--- src/rtl/pipeline_pkg.sv ---
// Shared pipeline constants and the payload layouts of the IF/ID and ID/EX registers.
package pipeline_pkg;

  localparam int unsigned XLEN        = 32;
  localparam int unsigned RT_W        = 5;
  localparam int unsigned CTRL_W      = 12;
  localparam int unsigned MEMREAD_BIT = 3;

  localparam logic [XLEN-1:0] NOP_INSTR = 32'h0000_0000;
  localparam logic [XLEN-1:0] RESET_PC  = 32'h0000_0000;

  typedef struct packed {
    logic [XLEN-1:0] instr;
    logic [XLEN-1:0] pc4;
    logic            valid;
  } if_id_t;

  typedef struct packed {
    logic [CTRL_W-1:0] ctrl;
    logic [RT_W-1:0]   rt;
    logic              valid;
  } id_ex_t;

endpackage

--- src/rtl/pipe_reg.sv ---
// Generic pipeline register: reset or clear forces zero, otherwise load when enabled.
module pipe_reg #(
  parameter int unsigned W = 1
) (
  input  logic         CLK,
  input  logic         Reset,
  input  logic         En,
  input  logic         Clr,
  input  logic [W-1:0] D,
  output logic [W-1:0] Q
);

  logic [W-1:0] data_q;

  // Reset has priority, then squash, then capture.
  always_ff @(posedge CLK) begin
    if (Reset) begin
      data_q <= '0;
    end else if (Clr) begin
      data_q <= '0;
    end else if (En) begin
      data_q <= D;
    end
  end

  assign Q = data_q;

endmodule

--- src/rtl/stall_bubble_pipe_ctrl.sv ---
// Front-end pipeline control: owns PC, IF/ID and ID/EX, applies stall/bubble/flush,
// and keeps saturating stall statistics plus a stuck-stall watchdog.
module stall_bubble_pipe_ctrl
  import pipeline_pkg::*;
#(
  parameter logic [31:0] RESET_PC  = pipeline_pkg::RESET_PC,
  parameter int unsigned MAX_STALL = 4,
  parameter int unsigned CNT_W     = 16
) (
  input  logic              CLK,
  input  logic              Reset,
  input  logic              PCWre,
  input  logic              IF_ID_Wre,
  input  logic              ControlSrc,
  input  logic              Flush,
  input  logic [31:0]       NextPC,
  input  logic [31:0]       IF_Instr,
  input  logic [31:0]       IF_PC4,
  input  logic [CTRL_W-1:0] ID_Ctrl,
  input  logic [4:0]        ID_rt,
  output logic [31:0]       PC,
  output logic [31:0]       ID_Instr,
  output logic [31:0]       ID_PC4,
  output logic              ID_Valid,
  output logic [CTRL_W-1:0] EX_Ctrl,
  output logic [4:0]        EX_rt,
  output logic              EX_MemRead,
  output logic              EX_Valid,
  output logic [CNT_W-1:0]  StallCount,
  output logic [CNT_W-1:0]  BubbleCount,
  output logic              StallErr
);

  localparam int unsigned    RUN_W   = $clog2(MAX_STALL + 2);
  localparam logic [RUN_W-1:0] RUN_MAX = RUN_W'(MAX_STALL + 1);
  localparam logic [RUN_W-1:0] RUN_LIM = RUN_W'(MAX_STALL);

  logic [31:0]      pc_q, pc_d;
  if_id_t           if_id_d, if_id_q;
  id_ex_t           id_ex_d, id_ex_q;
  logic             id_ex_clr;
  logic [CNT_W-1:0] stall_cnt_q, stall_cnt_d;
  logic [CNT_W-1:0] bubble_cnt_q, bubble_cnt_d;
  logic [RUN_W-1:0] run_q, run_d;
  logic             stall_err_q, stall_err_d;

  // PC next value: a flush redirects even when the front end is stalled.
  always_comb begin
    pc_d = pc_q;
    if (Flush || PCWre) begin
      pc_d = NextPC;
    end
  end

  // PC register.
  always_ff @(posedge CLK) begin
    if (Reset) begin
      pc_q <= RESET_PC;
    end else begin
      pc_q <= pc_d;
    end
  end

  // IF/ID payload: a captured fetch is always a real instruction.
  always_comb begin
    if_id_d       = '0;
    if_id_d.instr = IF_Instr;
    if_id_d.pc4   = IF_PC4;
    if_id_d.valid = 1'b1;
  end

  pipe_reg #(.W($bits(if_id_t))) u_if_id (
    .CLK   (CLK),
    .Reset (Reset),
    .En    (IF_ID_Wre),
    .Clr   (Flush),
    .D     (if_id_d),
    .Q     (if_id_q)
  );

  // ID/EX payload: an empty ID slot must not leak control bits into EX.
  always_comb begin
    id_ex_d       = '0;
    id_ex_d.ctrl  = if_id_q.valid ? ID_Ctrl : '0;
    id_ex_d.rt    = ID_rt;
    id_ex_d.valid = if_id_q.valid;
    id_ex_clr     = Flush | ControlSrc;
  end

  pipe_reg #(.W($bits(id_ex_t))) u_id_ex (
    .CLK   (CLK),
    .Reset (Reset),
    .En    (1'b1),
    .Clr   (id_ex_clr),
    .D     (id_ex_d),
    .Q     (id_ex_q)
  );

  // Statistics and watchdog next state; a flush cycle is not counted as a stall or bubble.
  always_comb begin
    stall_cnt_d  = stall_cnt_q;
    bubble_cnt_d = bubble_cnt_q;
    run_d        = run_q;
    if (!PCWre && !Flush && (stall_cnt_q != '1)) begin
      stall_cnt_d = stall_cnt_q + CNT_W'(1);
    end
    if (ControlSrc && !Flush && (bubble_cnt_q != '1)) begin
      bubble_cnt_d = bubble_cnt_q + CNT_W'(1);
    end
    if (PCWre || Flush) begin
      run_d = '0;
    end else if (run_q != RUN_MAX) begin
      run_d = run_q + RUN_W'(1);
    end
    stall_err_d = stall_err_q | (run_d > RUN_LIM);
  end

  // Statistics and watchdog registers.
  always_ff @(posedge CLK) begin
    if (Reset) begin
      stall_cnt_q  <= '0;
      bubble_cnt_q <= '0;
      run_q        <= '0;
      stall_err_q  <= 1'b0;
    end else begin
      stall_cnt_q  <= stall_cnt_d;
      bubble_cnt_q <= bubble_cnt_d;
      run_q        <= run_d;
      stall_err_q  <= stall_err_d;
    end
  end

  assign PC          = pc_q;
  assign ID_Instr    = if_id_q.valid ? if_id_q.instr : NOP_INSTR;
  assign ID_PC4      = if_id_q.pc4;
  assign ID_Valid    = if_id_q.valid;
  assign EX_Ctrl     = id_ex_q.ctrl;
  assign EX_rt       = id_ex_q.rt;
  assign EX_MemRead  = id_ex_q.ctrl[MEMREAD_BIT];
  assign EX_Valid    = id_ex_q.valid;
  assign StallCount  = stall_cnt_q;
  assign BubbleCount = bubble_cnt_q;
  assign StallErr    = stall_err_q;

endmodule

--- config.mk ---
export PLATFORM = sky130hd
export DESIGN_NAME = stall_bubble_pipe_ctrl
export DESIGN_NICKNAME = d
export VERILOG_FILES = /design/src/rtl/pipeline_pkg.sv /design/src/rtl/pipe_reg.sv /design/src/rtl/stall_bubble_pipe_ctrl.sv
export SDC_FILE = /design/constraint.sdc
export NUM_CORES = 1
export LEC_CHECK = 0
export CORE_ASPECT_RATIO = 0.6
export CORE_MARGIN = 4
export CORE_UTILIZATION = 40
export CTS_CLUSTER_SIZE = 24
export DETAILED_ROUTE_END_ITERATION = 12
export GPL_ROUTABILITY_DRIVEN = 0
export GPL_TIMING_DRIVEN = 0
export PLACE_DENSITY = 0.77
export REMOVE_ABC_BUFFERS = 1
export SLEW_MARGIN = 10
export SYNTH_ARGS = -nofsm -noshare
export SYNTH_HDL_FRONTEND = slang
export SYNTH_HIERARCHICAL = 1
export SYNTH_SLANG_ARGS = --single-unit
--- constraint.sdc ---
create_clock -name CLK -period 2.5 [get_ports CLK]
set_input_delay 0.5 -clock CLK [delete_from_list [all_inputs] [get_ports CLK]]
set_output_delay 0.5 -clock CLK [all_outputs]
set_load 0.005 [all_outputs]
# Word-level counts from Yosys, hierarchy flattened
# Cells that the tools add are included.
# word_totals
reg_bits	151
input_bits	119
out_inout_bits	149
wordCells	31
# op_classes
addsub	3
magnitude_cmp	1
eq_ne	3
n_mux	3
bitwise_logic	3
n_reduce_logical	10
# op_table
op	count
$add 16x1->16 const B	2
$mux 32	1
$ne 16x16->1 const B	2
$mux 3	2
$logic_and 1x1->1	4
$reduce_or 2->1	2
$add 3x1->3 const B	1
$gt 3x3->1 const B	1
$ne 3x3->1 const B	1
$reduce_or 3->1	1
$logic_not 1->1	2
$or 1x1->1	2
$logic_or 1x1->1	1
$not 1->1	1

# Longest topological paths before layout
# Gate-level depths: netlist of run 1.
# depth
ltp_word	5
ltp_mapped	7
depth_no_buf	7

# Cells and area by module
# The synthesis of run 1 kept the hierarchy.
# by_module_without_submodules
mod	instances	cells_each	area_per_inst_um2	seq_area_each_um2
stall_bubble_pipe_ctrl	1	386	3088.0	1361.3
pipe_reg (u_if_id)	1	210	2338.5	1301.2
pipe_reg (u_id_ex)	1	59	663.1	360.3

# Least setup slack after synthesis of run 1
# No wires, ideal clock.
# synth_timing
kind	input to register
from	input Flush
to	register stall_cnt_q[15] (netlist: StallCount[15])
arrival_ns	1.678
slack_ns	0.752
stages	6
n_path_buf	1
cell_sequence	or2_1 -> buf_6 -> nor3_4 -> nand3_2 -> or3_1 -> a21oi_1
# synth_between
elab_chain_cells	3
# synth_rtl
item	line_no	source
start, declared	stall_bubble_pipe_ctrl.sv:15	input logic Flush,
$logic_not 1->1	stall_bubble_pipe_ctrl.sv:104	if (!PCWre && !Flush && (stall_cnt_q != '1)) begin
$logic_and 1x1->1 (2 in series)	stall_bubble_pipe_ctrl.sv:104	
end signal, assigned	stall_bubble_pipe_ctrl.sv:126	stall_cnt_q <= stall_cnt_d;
end, declared	stall_bubble_pipe_ctrl.sv:42	logic [CNT_W-1:0] stall_cnt_q, stall_cnt_d;
# No other way between the ends.
# A chain may end at the register's enable or synchronous reset.

# Worst setup path after layout of run 1
# layout_timing
from	input Flush
to	register stall_cnt_q[5] (netlist: StallCount[5])
# The elaborated chain is that of the path after synthesis.

==> impl_metrics.py, run 1 <==
metrics = {
    "floorplanning": {
        "die_w_um": 167,
        "start_util_pct": 41.5,
        "io_pins": 268,
        "dieArea_sq_um": 17300,
        "dieHeight_um": 104,
        "rows": 34,
        "coreArea_sq_um": 14700,
    },
    "timing": {
        "fin_skew_ns": 0.0138,
        "finalSetupViolCount": 0,
        "worst_slew_pin_slew_ns": 0.877,
        "maxSlewViolCount": 0,
        "max_freq_mhz": 417,
        "layout_setup_ws_ns": 0.0997,
        "layout_min_cycle_time_ns": 2.40,
        "finalCritPeriodShare_pct": 96.0,
        "rsz0062_at_grt": "no",
        "max-slew-margin-rel_pct": 41.4,
        "finalHoldViolations": 0,
    },
    "cts": {
        "cts_root_buffer": "clkbuf_16",
        "cts-buffers-inserted": 17,
        "clock_latency_ns": 0.40,
        "cts_max_level": 4,
        "cts_tree": "yes",
        "clkSinkCount": 151,
        "clk_pin_slew_ns": 0.06,
        "cts_buffer_depth": 2,
        "cts_hold_buf": 0,
    },
    "worst_setup_path": {
        "cp-start-kind": "primary input",
        "path_class": "in2reg",
        "path_max_fanout": 37,
        "arrival_ns": 2.73,
        "critPathCaptureType": "register",
        "crit_required_ns": 2.83,
    },
    "place": {
        "dp.cells": 1086,
        "io_buffers": 267,
        "post-place-ws_ns": -0.347,
        "dp_hpwl_um": 12300,
        "placed_area_sq_um": 8810,
    },
    "worst_hold_path": {
        "min_path_type": "reg2reg",
    },
    "global_route": {
        "grt_use_total_pct": 18.6,
        "grt_pass1_vias": 5125,
        "grt_pass1_wl_um": 26700,
        "antenna_found_initial": 0,
        "grt_remaining_overflow": 0,
        "grt_max_degree": 48,
    },
    "power": {
        "pwr-share-clk_pct": 46.0,
        "powerDensity_nw_per_um2": 606,
        "seqPwrFrac_pct": 44.1,
        "total_leakage_power_nw": 3.73,
        "finalPower_w": 0.00572,
        "p_int_w": 0.00445,
        "p_comb_share_pct": 9.9,
        "p_sw_share_pct": 22.2,
        "power_switching_w": 0.00127,
        "vdd_drop_max_v": 0.000409,
    },
    "logic_synthesis": {
        "yosysUniqueCellTypes": 39,
        "yosysWarnings": 6,
        "ys_seq_area_share_pct": 49.6,
        "synth_area_sq_um": 6090,
        "ys_ff_latch": 151,
        "synth_cells": 655,
        "syn_area_per_cell_sq_um": 9.30,
    },
    "final_layout": {
        "antennaDiodeCount": 0,
        "post-route-cell-area_sq_um": 9430,
        "final_cell_mix": "clkdlybuf4s50_1, dfxtp_1, nor2_1",
        "stdcell_count": 1118,
        "final_common_cell": "clkdlybuf4s50_1",
        "fillers": 1264,
        "area_growth_pct": 54.8,
        "layout-drive-gt1-share_pct": 4.57,
        "layout.nets": 1030,
    },
    "drt": {
        "vias": 5310,
        "drtPass1Iterations": 4,
        "drt_wl_total_um": 16900,
        "final_antenna_net_count": 0,
        "drc": 0,
        "wire_per_inst_um": 15.1,
        "initialDrtViolationCount": 316,
        "post_drt_via_cell_ratio": 4.75,
    },
    "run_status": {
        "status": "finished, final reports clean",
    },
    "flow_run": {
        "drv_cap": 0,
    },
}
worst max-delay path: stages:
cell and delay, ns:
clkdlybuf4s50_1 0.57, nor2_4 0.76, o21ai_1 0.32, or3_1 0.42
a21oi_1 0.14
area by class of cell:
cell class	instances	area, sq um	area share, %
Inverter	5	18.8	0.199
Sequential cell	151	3030	32.1
Tap cell	198	248	2.63
Clock buffer	20	447	4.74
Timing Repair Buffer	270	2730	29.0
Multi-Input combinational cell	462	2790	29.6
Clock inverter	12	165	1.75
kinds of logic (layout without fill, tap and decap cells):
| family | count (synthesis) | after routing | share of synthesized area (%) |
|---|---|---|---|
| AND/OR/NAND/NOR | 288 | 288 | 22.1 |
| flip-flops | 151 | 151 | 49.6 |
| multiplexers | 86 | 86 | 14.1 |
| AO/OA/AOI/OAI | 62 | 62 | 5.55 |
| buffers and inverters | 43 | 307 | 4.77 |
| XOR/XNOR | 20 | 20 | 2.88 |
| adder cells (fa/ha/maj) | 4 | 4 | 0.822 |
| other | 1 | 2 | 0.0616 |
routing by layer:
layer  global-route usage [%]  up-vias  wire [um]
met4                     4.23        0         95
met2                     29.0      185       7320
li1                         -     2695          -
met1                     23.8     2424       7760
met5                        0        -          0
met3                     8.18        6       1720
registers in the layout (all words and copies together) (netlist names):
name         cells
StallCount      16
BubbleCount     16
u_if_id/Q       65
run_q            3
PC              32
StallErr         1
u_id_ex/Q       18
synthesized netlist by cell type:
| cell | count | share of area (%) |
|---|---|---|
| o31ai_1 | 1 | 0.12 |
| nand3b_1 | 1 | 0.12 |
| conb_1 | 1 | 0.062 |
| nand4_1 | 6 | 0.62 |
| xnor2_1 | 2 | 0.29 |
| or2_2 | 1 | 0.10 |
| nand4b_1 | 4 | 0.58 |
| and4_1 | 5 | 0.72 |
| a31oi_1 | 3 | 0.31 |
| nor2b_1 | 1 | 0.10 |
| and3_1 | 5 | 0.51 |
| a311oi_1 | 1 | 0.14 |
| a21oi_1 | 40 | 3.3 |
| buf_8 | 1 | 0.25 |
| buf_2 | 1 | 0.082 |
| dfxtp_1 | 151 | 50 |
| o21ai_0 | 9 | 0.74 |
| nand3_1 | 13 | 1.1 |
| nor4_1 | 1 | 0.10 |
| ha_1 | 4 | 0.82 |
| xor2_1 | 18 | 2.6 |
| inv_1 | 5 | 0.31 |
| buf_6 | 14 | 2.6 |
| nand2_1 | 75 | 4.6 |
| or2_1 | 3 | 0.31 |
| mux2i_1 | 86 | 14 |
| a2111oi_0 | 1 | 0.14 |
| nor2_1 | 113 | 7.0 |
| nand3_2 | 1 | 0.16 |
| o211ai_1 | 3 | 0.37 |
| a41oi_1 | 1 | 0.14 |
| and2_1 | 47 | 4.8 |
| o21ai_1 | 2 | 0.16 |
| nor3_4 | 1 | 0.27 |
| a211oi_1 | 1 | 0.12 |
| buf_4 | 3 | 0.37 |
| clkbuf_1 | 19 | 1.2 |
| or3_1 | 8 | 0.82 |
| nor3_1 | 3 | 0.25 |
power by group through the flow:
stage / Clock [W] / Combinational [W] / Sequential (W)
floorplan: 0 / 0.000167 / 0.00258
global placement: 0 / 0.000570 / 0.00257
detailed placement: 0 / 0.000563 / 0.00258
CTS: 0.00270 / 0.000567 / 0.00252
global route: 0.00278 / 0.000610 / 0.00253
finish: 0.00263 / 0.000565 / 0.00252
worst paths after layout:
| kind | slack, ns | startpoint | depth (start not counted) | end |
|---|---|---|---|---|
| setup / recovery | 0.1 | Flush | 5 | StallCount[5]$_SDFFE_PP0P_ |
| hold / removal | 0.45 | PC[1]$_SDFFE_PP0N_ | 2 | PC[1]$_SDFFE_PP0N_ |
| setup reg to reg | 0.59 | BubbleCount[0]$_SDFFE_PP0P_ | 6 | BubbleCount[10]$_SDFFE_PP0P_ |
| hold reg to reg | 0.45 | PC[1]$_SDFFE_PP0N_ | 2 | PC[1]$_SDFFE_PP0N_ |
stage by stage:
step | utilization [%] | hold WS, ns | TNS, ns
2_1_floorplan | - | 0.442 | -0.0692
3_3_place_gp | 59.6 | 0.438 | -231.64
3_5_place_dp | 60.0 | 0.444 | -2.18
4_1_cts | 64.2 | 0.451 | 0
5_1_grt | 64.2 | 0.461 | 0
6_report | 64.2 | 0.449 | 0
repair_timing:
action | CTS | global route
resized for setup | 1 | 1
setup endpoints to repair | 1 | 4
setup buffers | 0 | 0
endpoints found under the hold margin | 0 | 0
gates cloned | 0 | 0
pin swaps | 0 | 0
Note: power is estimated with default switching activity, not from simulation.
==> inputs of run 2 (changes only) <==
GPL_ROUTABILITY_DRIVEN = default   (was 0)
==> results of run 2 <==
Same layout as run 1: the final DEF is identical, and so are final timing and power.
==> inputs of run 3 (changes only) <==
CORE_MARGIN = 5   (was 4)
==> run 3 against run 2 <==
Compared with the run above: core utilization decreased by 0.16 points; hold slack improved by 0.0024 ns; sequential power about the same; via count increased by 0.43%; clock-buffer cell count unchanged; first-iteration DRC count decreased by 32%; sequential share of layout area about the same; power decreased by 0.51%; clock power decreased by 2%; critical path type unchanged; critical endpoint is now StallCount[15]$_SDFFE_PP0P_; largest cell class unchanged.
==> impl_metrics.py, run 3 (synthesized netlist as in run 1, its figures left out) <==
metrics = {
    "flow_run": {
        "drv_cap": 0,
    },
    "floorplanning": {
        "io_pins": 268,
        "die_w_um": 169,
        "dieHeight_um": 106,
        "rows": 34,
        "start_util_pct": 41.4,
        "coreArea_sq_um": 14700,
        "dieArea_sq_um": 17900,
    },
    "worst_setup_path": {
        "arrival_ns": 2.69,
        "crit_required_ns": 2.83,
        "cp-start-kind": "primary input",
        "path_class": "in2reg",
        "worst-r2r-setup-slack_ns": 0.51,
        "critPathCaptureType": "register",
        "path_max_fanout": 36,
    },
    "cts": {
        "cts_max_level": 4,
        "cts_buffer_depth": 2,
        "cts_resized": 0,
        "clock_latency_ns": 0.40,
        "cts-buffers-inserted": 17,
        "post_cts_buffers": 0,
        "clk_pin_slew_ns": 0.07,
        "clkSinkCount": 151,
        "cts_root_buffer": "clkbuf_16",
        "cts_tree": "yes",
        "cts_hold_buf": 0,
    },
    "final_layout": {
        "post-route-cell-area_sq_um": 9430,
        "final_common_cell": "clkdlybuf4s50_1",
        "final_cell_mix": "clkdlybuf4s50_1, dfxtp_1, nor2_1",
        "largest_reg_flops": 65,
        "antennaDiodeCount": 0,
        "area_growth_pct": 54.9,
        "utilization_pct": 64.1,
        "layout-drive-gt1-share_pct": 4.89,
        "layout.nets": 1031,
    },
    "timing": {
        "finalSetupViolCount": 0,
        "setup_tns_ns": 0,
        "fin_skew_ns": 0.0122,
        "finalCritPeriodShare_pct": 94.6,
        "max-slew-margin-rel_pct": 44.8,
        "maxSlewViolCount": 0,
        "worst_slew_pin_slew_ns": 0.827,
        "max_freq_mhz": 423,
        "layout_min_cycle_time_ns": 2.36,
        "finalHoldViolations": 0,
        "rsz0062_at_grt": "no",
    },
    "global_route": {
        "antenna_found_initial": 0,
        "grt_pass1_vias": 5246,
        "grt_pass1_wl_um": 27300,
        "grt_use_total_pct": 18.6,
        "grt_max_degree": 51,
        "grt_remaining_overflow": 0,
    },
    "drt": {
        "drc": 0,
        "vias": 5333,
        "final_antenna_net_count": 0,
        "post_drt_via_cell_ratio": 4.77,
        "initialDrtViolationCount": 214,
        "drt_wl_total_um": 17800,
        "drtPass1Iterations": 4,
        "wire_per_inst_um": 15.9,
    },
    "power": {
        "vdd_drop_max_v": 0.000387,
        "powerDensity_nw_per_um2": 603,
        "total_leakage_power_nw": 3.73,
    },
    "place": {
        "placed_area_sq_um": 8810,
        "gp_congestion": 0.772,
        "dp_hpwl_um": 12900,
        "io_buffers": 267,
    },
    "worst_hold_path": {
        "min_path_type": "reg2reg",
    },
    "run_status": {
        "status": "finished, final reports clean",
    },
}
==> run 3: cell count changes in the layout (fill, tap and decap cells not counted) <==
cell        delta
clkbuf_1       -2
clkinvlp_4     +1
clkbuf_8       +2
nor2_2         +1
bufinv_16      -1
==> run 3: power by group <==
part | switching, W | total, W | leakage [nW] | internal [W]
sequential | 0.0000451 | 0.00252 | 1.23 | 0.00248
clock | 0.00103 | 0.00259 | 0.286 | 0.00157
combinational | 0.000216 | 0.000570 | 2.22 | 0.000354
total | 0.00129 | 0.00569 | 3.73 | 0.00440
==> run 3: final cells by class <==
cell class / instances / area [sq um]
clock buffers: 20 / 467
fillers: 1253 / 5290
repair buffers: 270 / 2730
inverters: 5 / 18.8
multi-input cells: 463 / 2800
clock inverters: 12 / 143
well taps: 198 / 248
flip-flops and latches: 151 / 3030
==> run 3: worst paths after layout <==
check | start | endpoint | depth (start not counted)
hold reg to reg | PC[3]$_SDFFE_PP0N_ | PC[3]$_SDFFE_PP0N_ | 2
hold / removal | PC[3]$_SDFFE_PP0N_ | PC[3]$_SDFFE_PP0N_ | 2
setup reg to reg | BubbleCount[0]$_SDFFE_PP0P_ | BubbleCount[10]$_SDFFE_PP0P_ | 6
setup / recovery | Flush | StallCount[15]$_SDFFE_PP0P_ | 6
==> run 3: worst max-delay path: stages <==
cell and delay, ns:
clkdlybuf4s50_1 0.64, or2_4 0.51, nor3_4 0.33, nand3_2 0.17, or3_1 0.37, a21oi_1 0.15
==> run 3: routing by layer <==
metal / global-route usage, % / vias up / wire [um]
met2: 29.5 / 189 / 7760
met5: 0 / - / 0
li1: - / 2695 / -
met3: 8.90 / 9 / 1860
met1: 23.1 / 2440 / 8030
met4: 3.79 / 0 / 126
==> run 3: per-stage QoR <==
step / total power [W] / cells / hold slack, ns / setup slack, ns
floorplan: 0.00274 / 618 / 0.442 / -0.0692
global placement: 0.00315 / 1083 / 0.437 / -2.45
detailed placement: 0.00314 / 1086 / 0.446 / -0.326
CTS: 0.00575 / 1118 / 0.452 / 0.0302
global route: 0.00592 / 1119 / 0.471 / 0.0247
finish: 0.00569 / 1119 / 0.452 / 0.136
